$ cat src/rtl/pipe_latch_skid_if.sv
`default_nettype none
// ============================================================================
// Module   : pipe_latch_skid_if
// Brief    : Valid/ready handshake bundle for a pipeline-stage latch.
// Revision : 1.0
// ============================================================================
interface pipe_latch_skid_if #(
  parameter int DATA_W = 32,
  parameter int CTRL_W = 8
);
  logic              in_valid;
  logic              in_ready;
  logic [DATA_W-1:0] in_data;
  logic [CTRL_W-1:0] in_ctrl;
  logic              out_valid;
  logic              out_ready;
  logic [DATA_W-1:0] out_data;
  logic [CTRL_W-1:0] out_ctrl;

  // Environment side: feeds the upstream entry and consumes the downstream one.
  modport master (
    output in_valid, in_data, in_ctrl, out_ready,
    input  in_ready, out_valid, out_data, out_ctrl
  );

  // Latch side.
  modport slave (
    input  in_valid, in_data, in_ctrl, out_ready,
    output in_ready, out_valid, out_data, out_ctrl
  );
endinterface
`default_nettype wire

$ cat src/rtl/pipe_latch_skid.sv
`default_nettype none
// ============================================================================
// Module   : pipe_latch_skid
// Brief    : Valid/ready pipeline latch with flush, control bubbling and an
//            optional 2-entry skid buffer.
// Revision : 1.0
// ============================================================================
module pipe_latch_skid #(
  parameter int                DATA_W   = 32,
  parameter int                CTRL_W   = 8,
  parameter logic [CTRL_W-1:0] CTRL_RST = '0,
  parameter int                SKID     = 1,
  parameter int                CNT_W    = 16
) (
  input  logic             clk,
  input  logic             reset,
  input  logic             flush,
  pipe_latch_skid_if.slave bus,
  output logic [1:0]       occupancy,
  output logic [CNT_W-1:0] stall_cycles
);

  typedef enum logic [1:0] {
    EMPTY = 2'd0,
    HALF  = 2'd1,
    FULL  = 2'd2
  } state_t;

  localparam logic [CNT_W-1:0] c_stall_max = '1;

  state_t            r_state;
  logic              r_out_valid;
  logic [1:0]        r_occupancy;
  logic [DATA_W-1:0] r_m_data;
  logic [CTRL_W-1:0] r_m_ctrl;
  logic [DATA_W-1:0] r_s_data;
  logic [CTRL_W-1:0] r_s_ctrl;
  logic [CNT_W-1:0]  r_stall;

  logic w_accept;
  logic w_consume;

  assign w_accept  = bus.in_valid & bus.in_ready;
  assign w_consume = r_out_valid & bus.out_ready;

  // With a skid slot, ready is a pure state decode so no in/out comb path exists.
  generate
    if (SKID != 0) begin : g_skid
      assign bus.in_ready = (r_state != FULL);
    end else begin : g_single
      assign bus.in_ready = !r_out_valid | bus.out_ready;
    end
  endgenerate

  always_ff @(posedge clk) begin
    if (reset) begin
      r_state     <= EMPTY;
      r_out_valid <= 1'b0;
      r_occupancy <= 2'd0;
      r_m_data    <= '0;
      r_m_ctrl    <= CTRL_RST;
      r_s_data    <= '0;
      r_s_ctrl    <= CTRL_RST;
      r_stall     <= '0;
    end else begin
      if (r_out_valid && !bus.out_ready && (r_stall != c_stall_max))
        r_stall <= r_stall + CNT_W'(1);

      if (flush) begin
        r_state     <= EMPTY;
        r_out_valid <= 1'b0;
        r_occupancy <= 2'd0;
        r_m_data    <= '0;
        r_m_ctrl    <= CTRL_RST;
      end else begin
        case (r_state)
          EMPTY: begin
            if (w_accept) begin
              r_m_data    <= bus.in_data;
              r_m_ctrl    <= bus.in_ctrl;
              r_state     <= HALF;
              r_out_valid <= 1'b1;
              r_occupancy <= 2'd1;
            end
          end
          HALF: begin
            if (w_accept && w_consume) begin
              r_m_data <= bus.in_data;
              r_m_ctrl <= bus.in_ctrl;
            end else if (w_accept) begin
              // Only reachable with a skid slot; single mode deasserts ready here.
              r_s_data    <= bus.in_data;
              r_s_ctrl    <= bus.in_ctrl;
              r_state     <= FULL;
              r_occupancy <= 2'd2;
            end else if (w_consume) begin
              r_state     <= EMPTY;
              r_out_valid <= 1'b0;
              r_occupancy <= 2'd0;
            end
          end
          FULL: begin
            if (w_consume) begin
              r_m_data    <= r_s_data;
              r_m_ctrl    <= r_s_ctrl;
              r_state     <= HALF;
              r_occupancy <= 2'd1;
            end
          end
          default: begin
            r_state     <= EMPTY;
            r_out_valid <= 1'b0;
            r_occupancy <= 2'd0;
          end
        endcase
      end
    end
  end

  assign bus.out_valid = r_out_valid;
  assign bus.out_data  = r_m_data;
  // Empty slot always presents a disabled control word, whatever M still holds.
  assign bus.out_ctrl  = r_out_valid ? r_m_ctrl : CTRL_RST;
  assign occupancy     = r_occupancy;
  assign stall_cycles  = r_stall;

endmodule
`default_nettype wire

$ cat src/flat_wrapper.sv
// flat-port wrapper written by rule: the top's interface ports become plain ports
module pipe_latch_skid_flat 
#(
  parameter int                DATA_W   = 32,
  parameter int                CTRL_W   = 8,
  parameter logic [CTRL_W-1:0] CTRL_RST = '0,
  parameter int                SKID     = 1,
  parameter int                CNT_W    = 16
)
  (clk, reset, flush, occupancy, stall_cycles, bus_in_valid, bus_in_data, bus_in_ctrl, bus_out_ready, bus_in_ready, bus_out_valid, bus_out_data, bus_out_ctrl);
  pipe_latch_skid_if #(.DATA_W(DATA_W), .CTRL_W(CTRL_W)) bus_i ();
  input  logic clk;
  input  logic reset;
  input  logic flush;
  output logic [1:0] occupancy;
  output logic [CNT_W-1:0] stall_cycles;
  input wire logic [$bits(bus_i.in_valid)-1:0] bus_in_valid;
  input wire logic [$bits(bus_i.in_data)-1:0] bus_in_data;
  input wire logic [$bits(bus_i.in_ctrl)-1:0] bus_in_ctrl;
  input wire logic [$bits(bus_i.out_ready)-1:0] bus_out_ready;
  output wire logic [$bits(bus_i.in_ready)-1:0] bus_in_ready;
  output wire logic [$bits(bus_i.out_valid)-1:0] bus_out_valid;
  output wire logic [$bits(bus_i.out_data)-1:0] bus_out_data;
  output wire logic [$bits(bus_i.out_ctrl)-1:0] bus_out_ctrl;
  assign bus_i.in_valid = bus_in_valid;
  assign bus_i.in_data = bus_in_data;
  assign bus_i.in_ctrl = bus_in_ctrl;
  assign bus_i.out_ready = bus_out_ready;
  assign bus_in_ready = bus_i.in_ready;
  assign bus_out_valid = bus_i.out_valid;
  assign bus_out_data = bus_i.out_data;
  assign bus_out_ctrl = bus_i.out_ctrl;
  pipe_latch_skid #(.DATA_W(DATA_W), .CTRL_W(CTRL_W), .CTRL_RST(CTRL_RST), .SKID(SKID), .CNT_W(CNT_W)) u_core (.clk(clk), .reset(reset), .flush(flush), .bus(bus_i), .occupancy(occupancy), .stall_cycles(stall_cycles));
endmodule
$ cat config.mk
export PLATFORM = sky130hd
export DESIGN_NAME = pipe_latch_skid_flat
export DESIGN_NICKNAME = d
export VERILOG_FILES = /design/src/rtl/pipe_latch_skid_if.sv /design/src/rtl/pipe_latch_skid.sv /design/src/flat_wrapper.sv
export SDC_FILE = /design/constraint.sdc
export NUM_CORES = 1
export LEC_CHECK = 0
export BUFFER_PORTS_ARGS = -buffer_cell sky130_fd_sc_hd__buf_4
export CAP_MARGIN = 10
export CORE_MARGIN = 10
export CORE_UTILIZATION = 58
export DETAILED_ROUTE_END_ITERATION = 16
export GPL_TIMING_DRIVEN = 0
export PLACE_DENSITY = 0.85
export SETUP_SLACK_MARGIN = 0.3
export SYNTH_ARGS = -nofsm -noshare
export SYNTH_HDL_FRONTEND = slang
export SYNTH_SLANG_ARGS = --single-unit
export TNS_END_PERCENT = 50
$ cat constraint.sdc
create_clock -name clk -period 3.7 [get_ports clk]
set_clock_uncertainty 0.15 [all_clocks]
set_input_delay 0 -clock clk [delete_from_list [all_inputs] [get_ports clk]]
set_output_delay 0 -clock clk [all_outputs]
set_load 0.01 [all_outputs]
Word-level counts from Yosys, hierarchy flattened
Cells that the tools add are included.
- $add $sub $neg: 1
- multiply operators: 0
- div/mod/pow operators: 0
- $lt $le $gt $ge: 0
- eq/ne operators: 11
- shift-type cells: 0
- multiplexer cells: 20
- bitwise gates (word level): 5
- reductions and logical operators: 11
- operators by type and width (kind ; number):
    2-to-1 mux 32 bit ; 3
    case mux 32 bit (3 select lines) ; 1
    2-to-1 mux 8 bit ; 4
    case mux 8 bit (3 select lines) ; 1
    adder 16 x 1 -> 16 bit (second input constant) ; 1
    inequality test 16 bit (second input constant) ; 1
    AND reduction 4 bit ; 3
    2-to-1 mux 2 bit ; 5
    inequality test 2 x 1 -> 1 bit (second input constant) ; 4
    inequality test 2 bit (second input constant) ; 3
    case mux 2 bit (3 select lines) ; 1
    AND reduction 5 bit ; 1
    2-to-1 mux 1 bit ; 4
    logical AND 1 bit ; 3
    inequality test 3 x 1 -> 1 bit (second input constant) ; 1
    inverter 1 bit ; 3
    case mux 1 bit (3 select lines) ; 1
    nonzero test 3 bit ; 1
    bitwise AND 1 bit ; 2
    == test 2 x 1 -> 1 bit (second input constant) ; 1
    == test 2 bit (second input constant) ; 1
    zero test 2 bit ; 1
    OR reduction 2 bit ; 1
    zero test 1 bit ; 1
- register bits: 99
- latch bits: 0
- bits in writable memories: 0
- bits in read-only memories: 0
- output and inout port bits: 60
- word-level logic and storage cells: 55
- memories kept: 0

Logic depth before layout (Yosys ltp)
- word-level depth: 5
- mapped depth: 7

Worst setup path before layout
No wires, ideal clock.
- kind: flip-flop to flip-flop
- start point: register u_core.r_stall[0] (netlist: u_core.stall_cycles[0])
- end point: register u_core.r_stall[1] (netlist: u_core.stall_cycles[1])
- arrival time: 1.614 ns
- data required time: 3.422 ns
- slack: 1.808 ns
- cell stages (with the launch flop): 7
- path through: dfxtp_1 -> ha_1 -> nand4_1 -> o41ai_2 -> buf_4 -> mux2i_1 -> nor2_1
- cells in the longest elaborated chain, start to end: 2
- elaborated cells on any way between the ends: 3
- classes of those cells: add/sub: 1; eq/ne: 1; reduce/logical: 1
- RTL lines (element ; line ; RTL):
    from (decl) ; pipe_latch_skid.sv:38 ; logic [CNT_W-1:0] r_stall;
    from (signal assigned) ; pipe_latch_skid.sv:67 ; r_stall <= r_stall + CNT_W'(1);
    branches (longest 2 deep; another with adder 16 x 1 -> 16 bit) ; n/a ;
Several ways; the timed one is not identified.
A chain may end at the register's enable or synchronous reset.

Worst setup path in the final report
Ends and elaborated chain as after synthesis.

==> run metrics <==
post-route ant nets 0; most common cell after layout, fill and taps aside buf_4; Non-Filler Instances 745; max-cap viol count 0; fillers 480; Reg area 1982 µm²; largest net degree at the start of global routing 17; Post-synth EDFFs 0; final setup violating endpoints 0; CP Launch Type flop; slowest cell delay on critical path 0.48 ns; commonest non-fill, non-tap cells in the layout 106 x buf_4, 99 x dfxtp_1, 85 x nand2_1; Seq cells post-synth 99; Area Growth Syn to Fin 35.28%; CP Cell Sequence ha_1 -> nand4_1 -> o41ai_2 -> buf_4 -> mux2i_1 -> nor2_1; max_slew headroom 0.4793; sequential share of the synthesized area 0.4446; Total GRT Usage 0.2350; die area 11590 µm²; H-tree levels 3; worst setup margin 1.619 ns; drt wl/cell 18.39 µm; Fin Setup TNS 0 ns; antenna fix cells 0; Max Buffers Root-to-Sink 2; final worst path period share 0.5624; area of placed instances 5363 µm²; Leak 2.566 nW; vias in the first global route 4415; Vias 4329; Starting DRT DRC Count 229; overall die width 107.7 µm; WP data arrival 2.16 ns; num rows 31; IO Port Bufs 104; DPL Wire Length 9017 µm; Place WS 1.653 ns; biggest area consumer among synthesized cells dfxtp_1; Syn Nets 528; ys async rst share 0; first-pass GRT wire length 22310 µm; cell area after technology mapping 4458 µm²; post-synth cell types 44; status completed; PwrDens 366.9 nW/µm²; TritonCTS clock tree built; vias per cell 5.811; share of cells above drive strength 1 0.2802; routability cong. 0.9209; synthesized area per cell 9.249 µm²; Crit Path Class reg2reg; Yosys Warn Count 0; Post-Layout Inst Area 6031 µm²; WL final 13700 µm; die height 107.7 µm; antenna violations before repair 0; nets@finish 687; Worst setup EP type flop; Worst Tran Pin Value 0.7811 ns; Synth top area share 0.4446; min-delay worst type in2reg; TritonCTS buffer count 9; post-CTS setup buffer count 0; Slew Viols, Final 0; initial core utilization 0.6049; Worst VDD drop 0.2999 mV; clk_lat worst skew 0.36 ns; f_max 480.6 MHz; area of the multi-input gates 2273 µm²; fin crit period 2.081 ns; CTS Sinks 99; # DRC 0; grt total ovfl 0; required time worst endpoint 3.78 ns; predominant post-synthesis flop cell dfxtp_1; endpoints failing hold 0; unrepaired setup endpoints after global routing false; clk root buf clkbuf_8; Clk pin slew, worst setup/hold paths 0.10 ns; CORE AREA 7370 µm²; crit path max fanout 10; placed insts 685; io pins 105; Initial DRT Pass Iterations 4; CP max-delay cell o41ai_2; Syn Inst Count 482; dominant cells by area after synthesis dfxtp_1 44%, a211oi_2 11%, mux2i_1 9.2%
## layout make-up
class	instances	area share
multi-input combinational	342	0.3770
timing repair buffer	148	0.2025
buffer	40	0.03299
clock buffer	11	0.02344
sequential	99	0.3286
clock inverter	5	0.01432
tap	99	0.02054
inverter	1	0.0006224
## flip-flops by register name (all words and copies together) (netlist names)
register / count
u_core.r_s_ctrl: 8
u_core.r_s_data: 32
u_core.bus.out_valid: 1
u_core.stall_cycles: 16
u_core.bus.out_data: 32
u_core.occupancy: 2
u_core.r_m_ctrl: 8
## path summary, 6_finish.rpt
check | start | endpoint | slack [ns] | cells past startpoint
hold reg to reg | u_core.r_s_data[14] | u_core.r_s_data[14] | 0.31 | 2
setup / recovery | u_core.stall_cycles[0] | u_core.stall_cycles[1] | 1.62 | 6
hold / removal | flush | u_core.bus.out_data[13] | 0.08 | 4
setup reg to reg | u_core.stall_cycles[0] | u_core.stall_cycles[1] | 1.62 | 6
## Yosys cell counts, drive strengths merged, types with 3 or more instances
cell,instances
nor2,7
buf,15
a21oi,53
nand3,6
o31ai,4
nor3,43
dfxtp,99
nand4,5
mux2i,41
or3,7
o21ai,9
and4,3
a211oi,40
clkbuf,25
and2,8
nand2b,4
or4,3
nand2,85
## logic make-up after synthesis
logic type      synth area share
buf+inv                  0.04546
mux                      0.09458
xor+xnor                0.003930
fa+ha+maj               0.002806
flops                     0.4446
simple gates              0.2012
compound gates            0.2074
## worst max-delay path, delay by kind of cell (launching register included)
kind                       cells  cell delay [ns]
AOI/OAI and AO/OA              1             0.48
adders and majority gates      1             0.23
buffers and inverters          1             0.25
DFF                            1             0.41
muxes                          1             0.19
and+or+nand+nor                2             0.25
## timing repair
action / 4_1_cts / 5_1_grt
resized for setup: 0 / 0
endpoints found under the hold margin: 84 / 0
hold buffers: 44 / 0
## power breakdown
group | internal (W) | switching, W
clock | 0.000404 | 0.000379
sequential | 0.00109 | 0.0000193
combinational | 0.000149 | 0.000166
## per-stage QoR
stage,utilization,total power [W],hold slack [ns]
2_1_floorplan,-,0.001291,-0.03419
3_3_place_gp,0.7277,0.001400,0.09365
3_5_place_dp,0.7277,0.001410,0.09984
4_1_cts,0.8183,0.002203,0.06965
5_1_grt,0.8183,0.002283,0.1215
6_report,0.8183,0.002213,0.08103
## metal layers
metal	up-vias	GRT usage	share of wire
met5	-	0	0
met4	0	0.07634	0.012
met3	16	0.05210	0.066
met2	143	0.4137	0.52
met1	2131	0.2752	0.41
li1	2039	-	-
Note: power is estimated with default switching activity, not from simulation.
